[src/rtl/ascon_pkg.sv]
// Shared types and constants for the ASCON memory sequencer: FSM states,
// response status codes and the 160-bit record field layout.
package ascon_pkg;

    typedef enum logic [3:0] {
        IDLE,
        ENC_START,
        ENC_WAIT,
        WR_REC,
        RD_REC,
        RD_WAIT,
        DEC_START,
        DEC_WAIT,
        RESPOND,
        RECOVER
    } seq_state_t;

    typedef enum logic [1:0] {
        ST_OK        = 2'd0,
        ST_AUTH_FAIL = 2'd1,
        ST_TIMEOUT   = 2'd2
    } rsp_status_t;

    // Record layout mirrors the engine's tag compare: tag halves are swapped.
    localparam int REC_CT_MSB    = 159;
    localparam int REC_CT_LSB    = 128;
    localparam int REC_TAGLO_MSB = 127;
    localparam int REC_TAGLO_LSB = 64;
    localparam int REC_TAGHI_MSB = 63;
    localparam int REC_TAGHI_LSB = 0;

    localparam logic [63:0] ASCON_IV = 64'h8040_0c06_0000_0000;

    function automatic logic [159:0] build_record(input logic [31:0] ct, input logic [127:0] tag);
        logic [159:0] rec;
        rec = '0;
        rec[REC_CT_MSB:REC_CT_LSB]       = ct;
        rec[REC_TAGLO_MSB:REC_TAGLO_LSB] = tag[63:0];
        rec[REC_TAGHI_MSB:REC_TAGHI_LSB] = tag[127:64];
        return rec;
    endfunction

endpackage

[src/rtl/ascon_mem_sequencer_if.sv]
// Core-side load/store request and response channels of the sequencer.
interface ascon_mem_sequencer_if #(
    parameter int ADDR_W = 10
);
    logic              req_valid;
    logic              req_ready;
    logic              req_write;
    logic [ADDR_W-1:0] req_addr;
    logic [31:0]       req_wdata;
    logic              rsp_valid;
    logic              rsp_ready;
    logic [31:0]       rsp_rdata;
    logic [1:0]        rsp_status;

    // Handshake: a beat transfers on a cycle where valid && ready; the sender
    // holds valid and payload stable until then, and valid never waits on ready.
    modport master (
        output req_valid, req_write, req_addr, req_wdata, rsp_ready,
        input  req_ready, rsp_valid, rsp_rdata, rsp_status
    );

    modport slave (
        input  req_valid, req_write, req_addr, req_wdata, rsp_ready,
        output req_ready, rsp_valid, rsp_rdata, rsp_status
    );
endinterface

[src/rtl/ascon_seq_watchdog.sv]
// Engine-operation watchdog: cleared before each wait phase, counts while
// enabled and flags expiry on the TIMEOUT_CYCLES-th enabled cycle.
module ascon_seq_watchdog #(
    parameter int TIMEOUT_CYCLES = 64
) (
    input  logic clk,
    input  logic rst,
    input  logic clear,
    input  logic en,
    output logic expired
);
    localparam int CNT_W = $clog2(TIMEOUT_CYCLES) + 1;

    logic [CNT_W-1:0] count;

    always_ff @(posedge clk) begin
        if (rst || clear) begin
            count <= '0;
        end else if (en && !expired) begin
            count <= count + 1'b1;
        end
    end

    assign expired = en && (count == CNT_W'(TIMEOUT_CYCLES - 1));
endmodule

[src/rtl/ascon_mem_sequencer.sv]
// Sequences 32-bit loads/stores through the ASCON engine: stores become
// authenticated 160-bit records, loads are decrypted and verified.
module ascon_mem_sequencer
    import ascon_pkg::*;
#(
    parameter int ADDR_W         = 10,
    parameter int TIMEOUT_CYCLES = 64
) (
    input  logic                 clk,
    input  logic                 rst,
    ascon_mem_sequencer_if.slave bus,
    output logic                 rec_wr_en,
    output logic                 rec_rd_en,
    output logic [ADDR_W-1:0]    rec_addr,
    output logic [159:0]         rec_wr_data,
    input  logic [159:0]         rec_rd_data,
    output logic                 eng_rst,
    output logic                 eng_en,
    output logic                 eng_enc_start,
    output logic                 eng_dec_start,
    output logic [31:0]          eng_plaintext,
    output logic [159:0]         eng_ciphertext,
    input  logic [31:0]          eng_message,
    input  logic [127:0]         eng_tag,
    input  logic                 eng_store_ready,
    input  logic                 eng_auth_done,
    input  logic                 eng_dec_fail,
    output seq_state_t           dbg_state
);
    seq_state_t        state_q, state_d;
    logic [ADDR_W-1:0] addr_q;
    logic [31:0]       wdata_q;
    logic [159:0]      rec_q;
    logic [31:0]       shadow_q;
    logic [31:0]       rdata_q;
    rsp_status_t       status_q;

    logic              wd_clear, wd_en, wd_expired;
    logic              rsp_load;
    logic [31:0]       rsp_rdata_d;
    rsp_status_t       rsp_status_d;

    ascon_seq_watchdog #(
        .TIMEOUT_CYCLES(TIMEOUT_CYCLES)
    ) u_watchdog (
        .clk    (clk),
        .rst    (rst),
        .clear  (wd_clear),
        .en     (wd_en),
        .expired(wd_expired)
    );

    always_ff @(posedge clk) begin
        if (rst) begin
            state_q <= IDLE;
        end else begin
            state_q <= state_d;
        end
    end

    always_comb begin
        state_d        = state_q;
        wd_clear       = 1'b0;
        wd_en          = 1'b0;
        rsp_load       = 1'b0;
        rsp_rdata_d    = '0;
        rsp_status_d   = ST_OK;
        bus.req_ready  = 1'b0;
        bus.rsp_valid  = 1'b0;
        bus.rsp_rdata  = '0;
        bus.rsp_status = '0;
        rec_wr_en      = 1'b0;
        rec_rd_en      = 1'b0;
        rec_addr       = '0;
        rec_wr_data    = '0;
        eng_en         = 1'b0;
        eng_enc_start  = 1'b0;
        eng_dec_start  = 1'b0;
        eng_plaintext  = '0;
        case (state_q)
            IDLE: begin
                bus.req_ready = 1'b1;
                if (bus.req_valid) begin
                    state_d = bus.req_write ? ENC_START : RD_REC;
                end
            end
            ENC_START: begin
                eng_en        = 1'b1;
                eng_enc_start = 1'b1;
                eng_plaintext = wdata_q;
                wd_clear      = 1'b1;
                state_d       = ENC_WAIT;
            end
            ENC_WAIT: begin
                eng_en        = 1'b1;
                eng_plaintext = wdata_q;
                wd_en         = 1'b1;
                // Completion is checked first so it wins a same-cycle expiry.
                if (eng_store_ready) begin
                    state_d = WR_REC;
                end else if (wd_expired) begin
                    state_d = RECOVER;
                end
            end
            WR_REC: begin
                rec_wr_en   = 1'b1;
                rec_addr    = addr_q;
                rec_wr_data = rec_q;
                rsp_load    = 1'b1;
                state_d     = RESPOND;
            end
            RD_REC: begin
                rec_rd_en = 1'b1;
                rec_addr  = addr_q;
                state_d   = RD_WAIT;
            end
            RD_WAIT: begin
                state_d = DEC_START;
            end
            DEC_START: begin
                eng_en        = 1'b1;
                eng_dec_start = 1'b1;
                wd_clear      = 1'b1;
                state_d       = DEC_WAIT;
            end
            DEC_WAIT: begin
                eng_en = 1'b1;
                wd_en  = 1'b1;
                if (eng_auth_done) begin
                    rsp_load     = 1'b1;
                    rsp_status_d = eng_dec_fail ? ST_AUTH_FAIL : ST_OK;
                    rsp_rdata_d  = eng_dec_fail ? 32'h0 : shadow_q;
                    state_d      = RESPOND;
                end else if (wd_expired) begin
                    state_d = RECOVER;
                end
            end
            RESPOND: begin
                bus.rsp_valid  = 1'b1;
                bus.rsp_rdata  = rdata_q;
                bus.rsp_status = status_q;
                if (bus.rsp_ready) begin
                    state_d = IDLE;
                end
            end
            RECOVER: begin
                rsp_load     = 1'b1;
                rsp_status_d = ST_TIMEOUT;
                state_d      = RESPOND;
            end
            default: state_d = IDLE;
        endcase
    end

    always_ff @(posedge clk) begin
        if (rst) begin
            addr_q   <= '0;
            wdata_q  <= '0;
            rec_q    <= '0;
            shadow_q <= '0;
            rdata_q  <= '0;
            status_q <= ST_OK;
        end else begin
            if (state_q == IDLE && bus.req_valid) begin
                addr_q  <= bus.req_addr;
                wdata_q <= bus.req_wdata;
            end
            if (state_q == ENC_WAIT && eng_store_ready) begin
                rec_q <= build_record(eng_message, eng_tag);
            end
            if (state_q == RD_WAIT) begin
                rec_q <= rec_rd_data;
            end
            // The engine clears its message when auth_done rises, so the
            // shadow must hold the value from the cycle before.
            if (state_q == DEC_WAIT && !eng_auth_done) begin
                shadow_q <= eng_message;
            end
            if (rsp_load) begin
                rdata_q  <= rsp_rdata_d;
                status_q <= rsp_status_d;
            end
        end
    end

    assign eng_rst        = rst || (state_q == RECOVER);
    assign eng_ciphertext = rec_q;
    assign dbg_state      = state_q;
endmodule

[src/flat_wrapper.sv]
// flat-port wrapper written by rule: the top's interface ports become plain ports
module ascon_mem_sequencer_flat import ascon_pkg::*;
#(
    parameter int ADDR_W         = 10,
    parameter int TIMEOUT_CYCLES = 64
)
  (clk, rst, rec_wr_en, rec_rd_en, rec_addr, rec_wr_data, rec_rd_data, eng_rst, eng_en, eng_enc_start, eng_dec_start, eng_plaintext, eng_ciphertext, eng_message, eng_tag, eng_store_ready, eng_auth_done, eng_dec_fail, dbg_state, bus_req_valid, bus_req_write, bus_req_addr, bus_req_wdata, bus_rsp_ready, bus_req_ready, bus_rsp_valid, bus_rsp_rdata, bus_rsp_status);
  ascon_mem_sequencer_if #(.ADDR_W(ADDR_W)) bus_i ();
  input  logic clk;
  input  logic rst;
  output logic rec_wr_en;
  output logic rec_rd_en;
  output logic [ADDR_W-1:0] rec_addr;
  output logic [159:0] rec_wr_data;
  input  logic [159:0] rec_rd_data;
  output logic eng_rst;
  output logic eng_en;
  output logic eng_enc_start;
  output logic eng_dec_start;
  output logic [31:0] eng_plaintext;
  output logic [159:0] eng_ciphertext;
  input  logic [31:0] eng_message;
  input  logic [127:0] eng_tag;
  input  logic eng_store_ready;
  input  logic eng_auth_done;
  input  logic eng_dec_fail;
  output seq_state_t dbg_state;
  input wire logic [$bits(bus_i.req_valid)-1:0] bus_req_valid;
  input wire logic [$bits(bus_i.req_write)-1:0] bus_req_write;
  input wire logic [$bits(bus_i.req_addr)-1:0] bus_req_addr;
  input wire logic [$bits(bus_i.req_wdata)-1:0] bus_req_wdata;
  input wire logic [$bits(bus_i.rsp_ready)-1:0] bus_rsp_ready;
  output wire logic [$bits(bus_i.req_ready)-1:0] bus_req_ready;
  output wire logic [$bits(bus_i.rsp_valid)-1:0] bus_rsp_valid;
  output wire logic [$bits(bus_i.rsp_rdata)-1:0] bus_rsp_rdata;
  output wire logic [$bits(bus_i.rsp_status)-1:0] bus_rsp_status;
  assign bus_i.req_valid = bus_req_valid;
  assign bus_i.req_write = bus_req_write;
  assign bus_i.req_addr = bus_req_addr;
  assign bus_i.req_wdata = bus_req_wdata;
  assign bus_i.rsp_ready = bus_rsp_ready;
  assign bus_req_ready = bus_i.req_ready;
  assign bus_rsp_valid = bus_i.rsp_valid;
  assign bus_rsp_rdata = bus_i.rsp_rdata;
  assign bus_rsp_status = bus_i.rsp_status;
  ascon_mem_sequencer #(.ADDR_W(ADDR_W), .TIMEOUT_CYCLES(TIMEOUT_CYCLES)) u_core (.clk(clk), .rst(rst), .bus(bus_i), .rec_wr_en(rec_wr_en), .rec_rd_en(rec_rd_en), .rec_addr(rec_addr), .rec_wr_data(rec_wr_data), .rec_rd_data(rec_rd_data), .eng_rst(eng_rst), .eng_en(eng_en), .eng_enc_start(eng_enc_start), .eng_dec_start(eng_dec_start), .eng_plaintext(eng_plaintext), .eng_ciphertext(eng_ciphertext), .eng_message(eng_message), .eng_tag(eng_tag), .eng_store_ready(eng_store_ready), .eng_auth_done(eng_auth_done), .eng_dec_fail(eng_dec_fail), .dbg_state(dbg_state));
endmodule
[config.mk]
export PLATFORM = sky130hd
export DESIGN_NAME = ascon_mem_sequencer_flat
export DESIGN_NICKNAME = d
export VERILOG_FILES = /design/src/rtl/ascon_pkg.sv /design/src/rtl/ascon_mem_sequencer_if.sv /design/src/rtl/ascon_seq_watchdog.sv /design/src/rtl/ascon_mem_sequencer.sv /design/src/flat_wrapper.sv
export SDC_FILE = /design/constraint.sdc
export NUM_CORES = 1
export LEC_CHECK = 0
export ABC_AREA = 0
export CAP_MARGIN = 0
export CORE_AREA = 10 10 293 295
export CTS_CLUSTER_SIZE = 12
export DETAILED_ROUTE_END_ITERATION = 10
export DIE_AREA = 0 0 303 305
export GPL_TIMING_DRIVEN = 0
export PLACE_DENSITY = 0.42
export SYNTH_ARGS = -nofsm -noshare
export SYNTH_HDL_FRONTEND = slang
export SYNTH_SLANG_ARGS = --single-unit
[constraint.sdc]
create_clock -name clk -period 3 [get_ports clk]
set_input_delay 0.3 -clock clk [delete_from_list [all_inputs] [get_ports clk]]
set_output_delay 0.3 -clock clk [all_outputs]
set_load 0.01 [all_outputs]
# ---- Word level (Yosys, flattened, before mapping)
# Index checks and enable logic that the tools add are counted.
dict set report totals {
  ff_bits 279
  in_bits 370
}
dict set report classes {
  addsub 1
  eq_ne 12
  n_mux 31
  n_reduce_logical 18
}
# operator count
set ops {}
lappend ops {{160-bit 2-to-1 mux} 3}
lappend ops {{32-bit 2-to-1 mux} 5}
lappend ops {{4-bit case mux with 9 select lines} 1}
lappend ops {{4-bit 2-to-1 mux} 5}
lappend ops {{4-bit by 3-bit == test with 1-bit output (second input constant)} 4}
lappend ops {{1-bit 2-to-1 mux} 11}
lappend ops {{10-bit 2-to-1 mux} 1}
lappend ops {{2-bit OR reduction} 5}
lappend ops {{4-bit by 2-bit == test with 1-bit output (second input constant)} 2}
lappend ops {{4-bit == test (second input constant)} 2}
lappend ops {{7-bit by 1-bit adder with 7-bit output (second input constant)} 1}
lappend ops {{7-bit by 6-bit == test with 1-bit output (second input constant)} 1}
lappend ops {{1-bit logical AND} 5}
lappend ops {{4-bit by 1-bit == test with 1-bit output (second input constant)} 1}
lappend ops {{4-bit zero test} 1}
lappend ops {{2-bit 2-to-1 mux} 2}
lappend ops {{2-bit inequality test (second input constant)} 2}
lappend ops {{2-bit case mux with 2 select lines} 1}
lappend ops {{4-bit OR reduction} 1}
lappend ops {{3-bit 2-to-1 mux} 1}
lappend ops {{1-bit zero test} 2}
lappend ops {{1-bit logical OR} 2}
lappend ops {{1-bit case mux with 2 select lines} 1}
lappend ops {{2-bit AND reduction} 1}
lappend ops {{2-bit nonzero test} 1}

# ---- Depth between registers and ports, before layout
# Gate-level depths: netlist (run 1).
dict set report depth {
  ltp_word 7
  ltp_mapped 8
  ltp_nobuf 5
}

# ---- Hierarchy
# Synthesis (run 1) repeated with hierarchy kept, for this count alone.
dict set report unflattened {
  cells_unflattened 1497
  hier_area_um2 13257.7
}
# module n_inst cells_each area_each_um2 seq_area_each_um2
set modules_own_cells {}
lappend modules_own_cells {ascon_mem_sequencer 1 1460 12926.1 5445.2}
lappend modules_own_cells {ascon_seq_watchdog 1 37 331.6 140.1}

# ---- Least setup slack after synthesis (run 1)
# OpenSTA, ideal clock, no wires.
dict set report synth_path {
  kind {register -> output}
  from {register u_core.state_q[3] (netlist: u_core.dbg_state[3])}
  to {output port rec_wr_data[100]}
  t_arrival_ps 1598
  t_required_ps 2700
  slack_ps 1102
  stages_incl_launch_ff 8
  cell_sequence {dfxtp_1 > buf_2 > nand2b_1 > buf_4 > nor2_2 > buf_2 > clkbuf_1 > and2_1}
}
dict set report synth_between {
  elab_chain_len 2
}
# element line
set synth_rtl {}
lappend synth_rtl {{start, declared} ascon_mem_sequencer.sv:30} ;# seq_state_t state_q, state_d;
lappend synth_rtl {{start signal, assigned} ascon_mem_sequencer.sv:57} ;# state_q <= state_d;
lappend synth_rtl {{4-bit by 2-bit == test with 1-bit output} ascon_mem_sequencer.sv:80} ;# case (state_q)
lappend synth_rtl {{160-bit 2-to-1 mux} ascon_mem_sequencer.sv:80}
lappend synth_rtl {{end, declared} flat_wrapper.sv:14} ;# output logic [159:0] rec_wr_data;
# Every way passes these cells.

# ---- Worst setup path after layout (run 1)
dict set report layout_path {
  from {register u_core.state_q[2] (netlist: u_core.dbg_state[2])}
  to {output port rec_wr_data[10]}
}
# Same word-level chain as after synthesis.

==> impl_metrics.py, run 1 <==
metrics = {
    "run_status": {
        "status": "completed",
    },
    "sta": {
        "setup-violations-final": 0,
        "slew_headroom_pct": 26.8,
        "finalWorstSetupSlack_ns": 0.110,
        "clock.fmax_mhz": 346,
        "fin_crit_sh_pct": 96.3,
        "hold_violations": 0,
        "period_needed_ns": 2.89,
        "skew_ns": 0.0132,
        "hold_slack_ns": 0.282,
        "tightest_slew_ns": 1.10,
        "slew_violations": 0,
    },
    "grt": {
        "grt_use_total_pct": 16.5,
        "gr-total-overflow": 0,
        "antenna_found_initial": 18,
        "grt_pass1_wl_um": 112000,
        "first_global_vias": 15229,
        "grt_max_degree": 20,
    },
    "power_and_ir_drop": {
        "p_leak_nw": 8.85,
        "p_per_area_nw_per_um2": 676,
        "ir_worst_vdd_v": 0.000405,
    },
    "placed_design": {
        "placed_area_um2": 22800,
        "place.gp.congestion": 0.836,
        "dp_hpwl_um": 67200,
        "pre_cts_ws_ns": -0.813,
        "portBuffers": 777,
    },
    "cells_and_area": {
        "layout_common_cells": "clkdlybuf4s50_1 (640), dfxtp_1 (279), and2_1 (236)",
        "final_common_cell": "clkdlybuf4s50_1",
        "nFillCells": 8510,
        "drive_gt1_share_pct": 12.5,
        "fin_nets": 2755,
        "area_delta_synth_final_pct": 77.2,
        "fin_area_um2": 24300,
        "fin_util_pct": 30.4,
    },
    "synthesis": {
        "synth.distinct_cells": 48,
        "synth.avg_cell_area_um2": 8.81,
        "synth_area_um2": 13700,
        "yosys_most_used_dff": "dfxtp_1",
        "synth_edf_count": 0,
        "yosysWarnings": 0,
        "seq_area_frac_synth_pct": 40.8,
        "synthArstFlopShare_pct": 0,
        "ys_ff_latch": 279,
        "syn-num-nets": 1925,
        "synthCells": 1554,
    },
    "drt": {
        "first_pass_iters": 5,
        "wire_per_inst_um": 23.3,
        "routed_wl_um": 80900,
        "routed_via_density": 4.17,
        "post-route-drc-count": 0,
        "vias": 14519,
        "drt_first_iter_violations": 553,
        "final_antenna_net_count": 0,
    },
    "die": {
        "rows": 104,
        "die_h_um": 305,
        "core_area_um2": 79900,
        "fp.dieW_um": 303,
        "num_io_pins": 778,
        "start_util_pct": 17.1,
        "fp.dieArea_um2": 92400,
    },
    "clocking": {
        "clock_latency_ns": 0.56,
        "cts_tree": "done",
        "clk_pin_slew_ns": 0.06,
        "cts_made_buffers": 38,
        "htreeDepth": 2,
        "hold_buffers": 0,
        "cts.path.max_buffers": 3,
        "cts.sink_count": 279,
        "cts_root_buf": "clkbuf_16",
    },
    "setup_path": {
        "cp_top_family": "buffers and inverters",
        "startpoint_type": "flop",
        "cp_num_buf_inv": 5,
        "slowest_delay_ns": 0.56,
        "crit_fanout": 10,
        "cp_slowest_cell": "clkdlybuf4s50_1",
        "cp.arrival_ns": 2.59,
        "path_class": "flop to output port",
        "worst_path_most_repeated_cell": "buf_4",
        "required_ns": 2.70,
        "crit_chain": "buf_4 > inv_1 > nand2_2 > nor2_4 > buf_4 > clkbuf_4 > and2_1 > clkdlybuf4s50_1",
        "endpoint_kind": "output port",
    },
    "flow_run": {
        "cap_violations": 0,
    },
    "worst_hold_path": {
        "hold_class": "input pin to flop",
    },
}
## final timing paths
kind	from	endpoint	slack, ns	cells after the start
setup / recovery	u_core.dbg_state[2]	rec_wr_data[10]	0.11	8
hold / removal	bus_req_addr[7]	u_core.addr_q[7]	0.28	3
setup reg to reg	u_core.dbg_state[0]	u_core.eng_ciphertext[157]	0.35	6
hold reg to reg	u_core.shadow_q[30]	u_core.rdata_q[30]	0.45	2
## sequential cells by signal (all words and copies together), names as in the netlist
signal                   count
u_core.eng_ciphertext      160
u_core.rdata_q              32
u_core.shadow_q             32
u_core.wdata_q              32
u_core.addr_q               10
u_core.u_watchdog.count      7
u_core.dbg_state             4
u_core.status_q              2
## layout make-up
cell class                 count  area, µm²  share of cell area [%]
tap                         1060       1330                    5.47
buffer                       140        946                    3.90
multi-input combinational   1129       7390                    30.4
clock buffer                  52       1070                    4.42
clock inverter                14        149                   0.614
inverter                       4       15.0                  0.0619
antenna                       10       25.0                   0.103
sequential                   279       5590                    23.0
timing repair buffer         792       7760                    32.0
## stage by stage
| step | std cells | total power [mW] | setup TNS (ns) |
|---|---|---|---|
| 6_report | 3480 | 16.4 | 0 |
| 5_1_grt | 3477 | 17.3 | -0.000348 |
| 2_1_floorplan | 1554 | 8.28 | 0 |
| 3_3_place_gp | 3391 | 11.8 | -46.58 |
| 4_1_cts | 3468 | 16.7 | 0 |
| 3_5_place_dp | 3391 | 11.9 | -50.91 |
## repair_timing
item,4_1_cts,5_1_grt
resized for setup,247,19
setup endpoints to repair,239,59
pin swaps,2,1
buffers inserted,13,3
## metal layers
layer	global-route usage, %	up-vias	routed length [µm]
met3	5.18	89	6460
met4	3.98	14	1380
met1	18.2	6938	31500
li1	-	6959	-
met2	30.1	519	41500
met5	0	-	75
## synthesized netlist by cell type, types with 2 or more instances
library cell | instances | area share, %
o21ai_1 | 16 | 0.58
a211oi_2 | 100 | 9.1
nand2_1 | 190 | 5.2
nand3_1 | 5 | 0.18
nor2_1 | 171 | 4.7
clkbuf_1 | 75 | 2.1
o21ai_0 | 24 | 0.88
or3_1 | 7 | 0.32
buf_8 | 11 | 1.2
nor3_1 | 6 | 0.22
xnor2_1 | 2 | 0.13
buf_4 | 7 | 0.38
dfxtp_1 | 279 | 41
and2_1 | 237 | 11
mux2i_1 | 161 | 12
buf_1 | 2 | 0.055
nand2b_1 | 5 | 0.23
a21oi_1 | 117 | 4.3
nand3b_1 | 2 | 0.11
buf_2 | 47 | 1.7
a211oi_1 | 60 | 3.3
inv_1 | 4 | 0.11
## power by group
part / leakage [nW] / internal, mW / switching [mW]
Combinational: 5.98 / 3.13 / 3.46
Sequential: 2.27 / 4.50 / 0.806
Clock: 0.600 / 2.62 / 1.88
Total: 8.85 / 10.3 / 6.14
## worst register-to-register path: cells and delay by family (launching register included)
family | cells | cell delay (ns)
buf+inv | 3 | 1.52
compound gates | 2 | 0.43
flops | 1 | 0.33
simple gates | 1 | 0.20
## logic make-up after synthesis
family          synth area share (%)
buf+inv                         5.53
xor+xnor                       0.192
compound gates                  19.0
fa+ha+maj                     0.0913
flops                           40.8
simple gates                    22.7
mux                             11.8
No activity file was read; power rests on OpenSTA's default activity.
==> inputs of run 2 (changes only) <==
- CELL_PAD_IN_SITES_DETAIL_PLACEMENT: default -> 0
- CELL_PAD_IN_SITES_GLOBAL_PLACEMENT: default -> 1
- CORE_AREA: 10 10 293 295 -> 10 10 295 297
- CTS_CLUSTER_DIAMETER: default -> 30
- DIE_AREA: 0 0 303 305 -> 0 0 305 307
- PLACE_DENSITY: 0.42 -> 0.55
==> impl_metrics.py, run 2 (synthesized netlist as in run 1, its figures left out) <==
metrics = {
    "drt": {
        "routed_wl_um": 84700,
        "wire_per_inst_um": 23.7,
        "vias": 14899,
        "drt_first_iter_violations": 544,
        "first_pass_iters": 4,
        "routed_via_density": 4.18,
        "post-route-drc-count": 0,
        "final_antenna_net_count": 0,
    },
    "power_and_ir_drop": {
        "total_power_mw": 21.9,
        "p_leak_nw": 10.0,
        "p_per_area_nw_per_um2": 835,
        "ir_worst_vdd_v": 0.000370,
    },
    "clocking": {
        "clk_pin_slew_ns": 0.04,
        "cts_root_buf": "clkbuf_16",
        "cts_tree": "done",
        "htreeDepth": 3,
        "hold_buffers": 0,
        "cts.path.max_buffers": 3,
        "cts_made_buffers": 87,
        "cts.sink_count": 279,
        "clock_latency_ns": 0.61,
    },
    "grt": {
        "grt_max_degree": 20,
        "grt_pass1_wl_um": 119000,
        "grt_use_total_pct": 17.3,
        "antenna_found_initial": 9,
        "gr-total-overflow": 0,
        "first_global_vias": 16143,
    },
    "sta": {
        "hold_violations": 0,
        "slew_violations": 0,
        "tightest_slew_ns": 1.07,
        "rsz0062_at_grt": "false",
        "fin_crit_sh_pct": 96.8,
        "skew_ns": 0.0240,
        "clock.fmax_mhz": 345,
        "hold_slack_ns": 0.242,
        "period_needed_ns": 2.90,
        "setup-violations-final": 0,
        "slew_headroom_pct": 28.5,
        "finalWorstSetupSlack_ns": 0.0974,
        "tns_ns": 0,
    },
    "cells_and_area": {
        "final_common_cell": "clkdlybuf4s50_1",
        "largest_reg_flops": 160,
        "instances_no_fill": 3568,
        "drive_gt1_share_pct": 15.2,
        "multiInputGateArea_um2": 7410,
        "fin_area_um2": 26200,
        "seqCellArea_um2": 5590,
        "fin_nets": 2802,
        "fin_util_pct": 32.2,
        "area_delta_synth_final_pct": 91.3,
        "layout_common_cells": "clkdlybuf4s50_1 (610), dfxtp_1 (279), and2_1 (234)",
        "nFillCells": 8433,
    },
    "worst_hold_path": {
        "hold_class": "input pin to flop",
        "min_path_cells": 3,
    },
    "setup_path": {
        "path_class": "flop to output port",
        "crit_fanout": 10,
        "required_ns": 2.70,
        "cp.arrival_ns": 2.60,
        "endpoint_kind": "output port",
        "worstRegToRegCells": 6,
        "startpoint_type": "flop",
    },
    "die": {
        "fp.dieW_um": 305,
        "die_h_um": 307,
        "core_area_um2": 81300,
        "rows": 105,
        "fp.dieArea_um2": 93600,
        "start_util_pct": 16.8,
        "num_io_pins": 778,
    },
    "placed_design": {
        "placedCellCount": 3401,
        "dp_hpwl_um": 69500,
        "pre_cts_ws_ns": -0.825,
        "placed_area_um2": 22800,
        "portBuffers": 777,
        "place.gp.congestion": 0.808,
    },
    "flow_run": {
        "cap_violations": 0,
    },
    "run_status": {
        "status": "completed",
    },
}
[run 2: final timing paths]
| check | from | slack, ns | end |
|---|---|---|---|
| max reg2reg | u_core.dbg_state[0] | 0.24 | u_core.eng_ciphertext[3] |
| min | bus_req_wdata[9] | 0.24 | u_core.wdata_q[9] |
| min reg2reg | u_core.u_watchdog.count[6] | 0.44 | u_core.u_watchdog.count[6] |
| max | u_core.dbg_state[0] | 0.1 | bus_rsp_rdata[27] |
[run 2: power breakdown]
part | internal [mW] | switching [mW]
Combinational | 3.13 | 3.61
Clock | 7.11 | 2.70
Sequential | 4.52 | 0.815
[run 2: timing repair]
item | 4_1_cts | 5_1_grt
buffers inserted | 12 | 0
pin swaps | 2 | 2
setup endpoints to repair | 240 | 73
gates resized for setup | 236 | 66
cloned | 0 | 1
[run 2: worst max-delay path, stage by stage, from the launching register on]
cell and delay (ns):
dfxtp_1 0.33, buf_4 0.19, inv_2 0.11, buf_6 0.17, and3_4 0.27, clkbuf_4 0.21
and2_1 0.15, clkdlybuf4s50_1 0.55
[run 2: final cells by class]
type	count	share of cell area [%]
Multi-Input combinational cell	1130	28.3
Tap cell	1070	5.11
Sequential cell	279	21.3
Antenna cell	3	0.0287
Timing Repair Buffer	789	29.5
Buffer	140	3.58
Inverter	4	0.0573
Clock buffer	119	9.65
Clock inverter	34	2.46
[run 2: per-layer routing]
metal  wire, µm  vias up  track usage (%)  part of all wire, %
li1           -     7102                -                    -
met4       1370        8             3.64                  1.6
met1      34700     7143             19.6                   41
met2      42300      557             30.6                   50
met3       6240       89             6.18                  7.4
met5         45        -                0                0.053
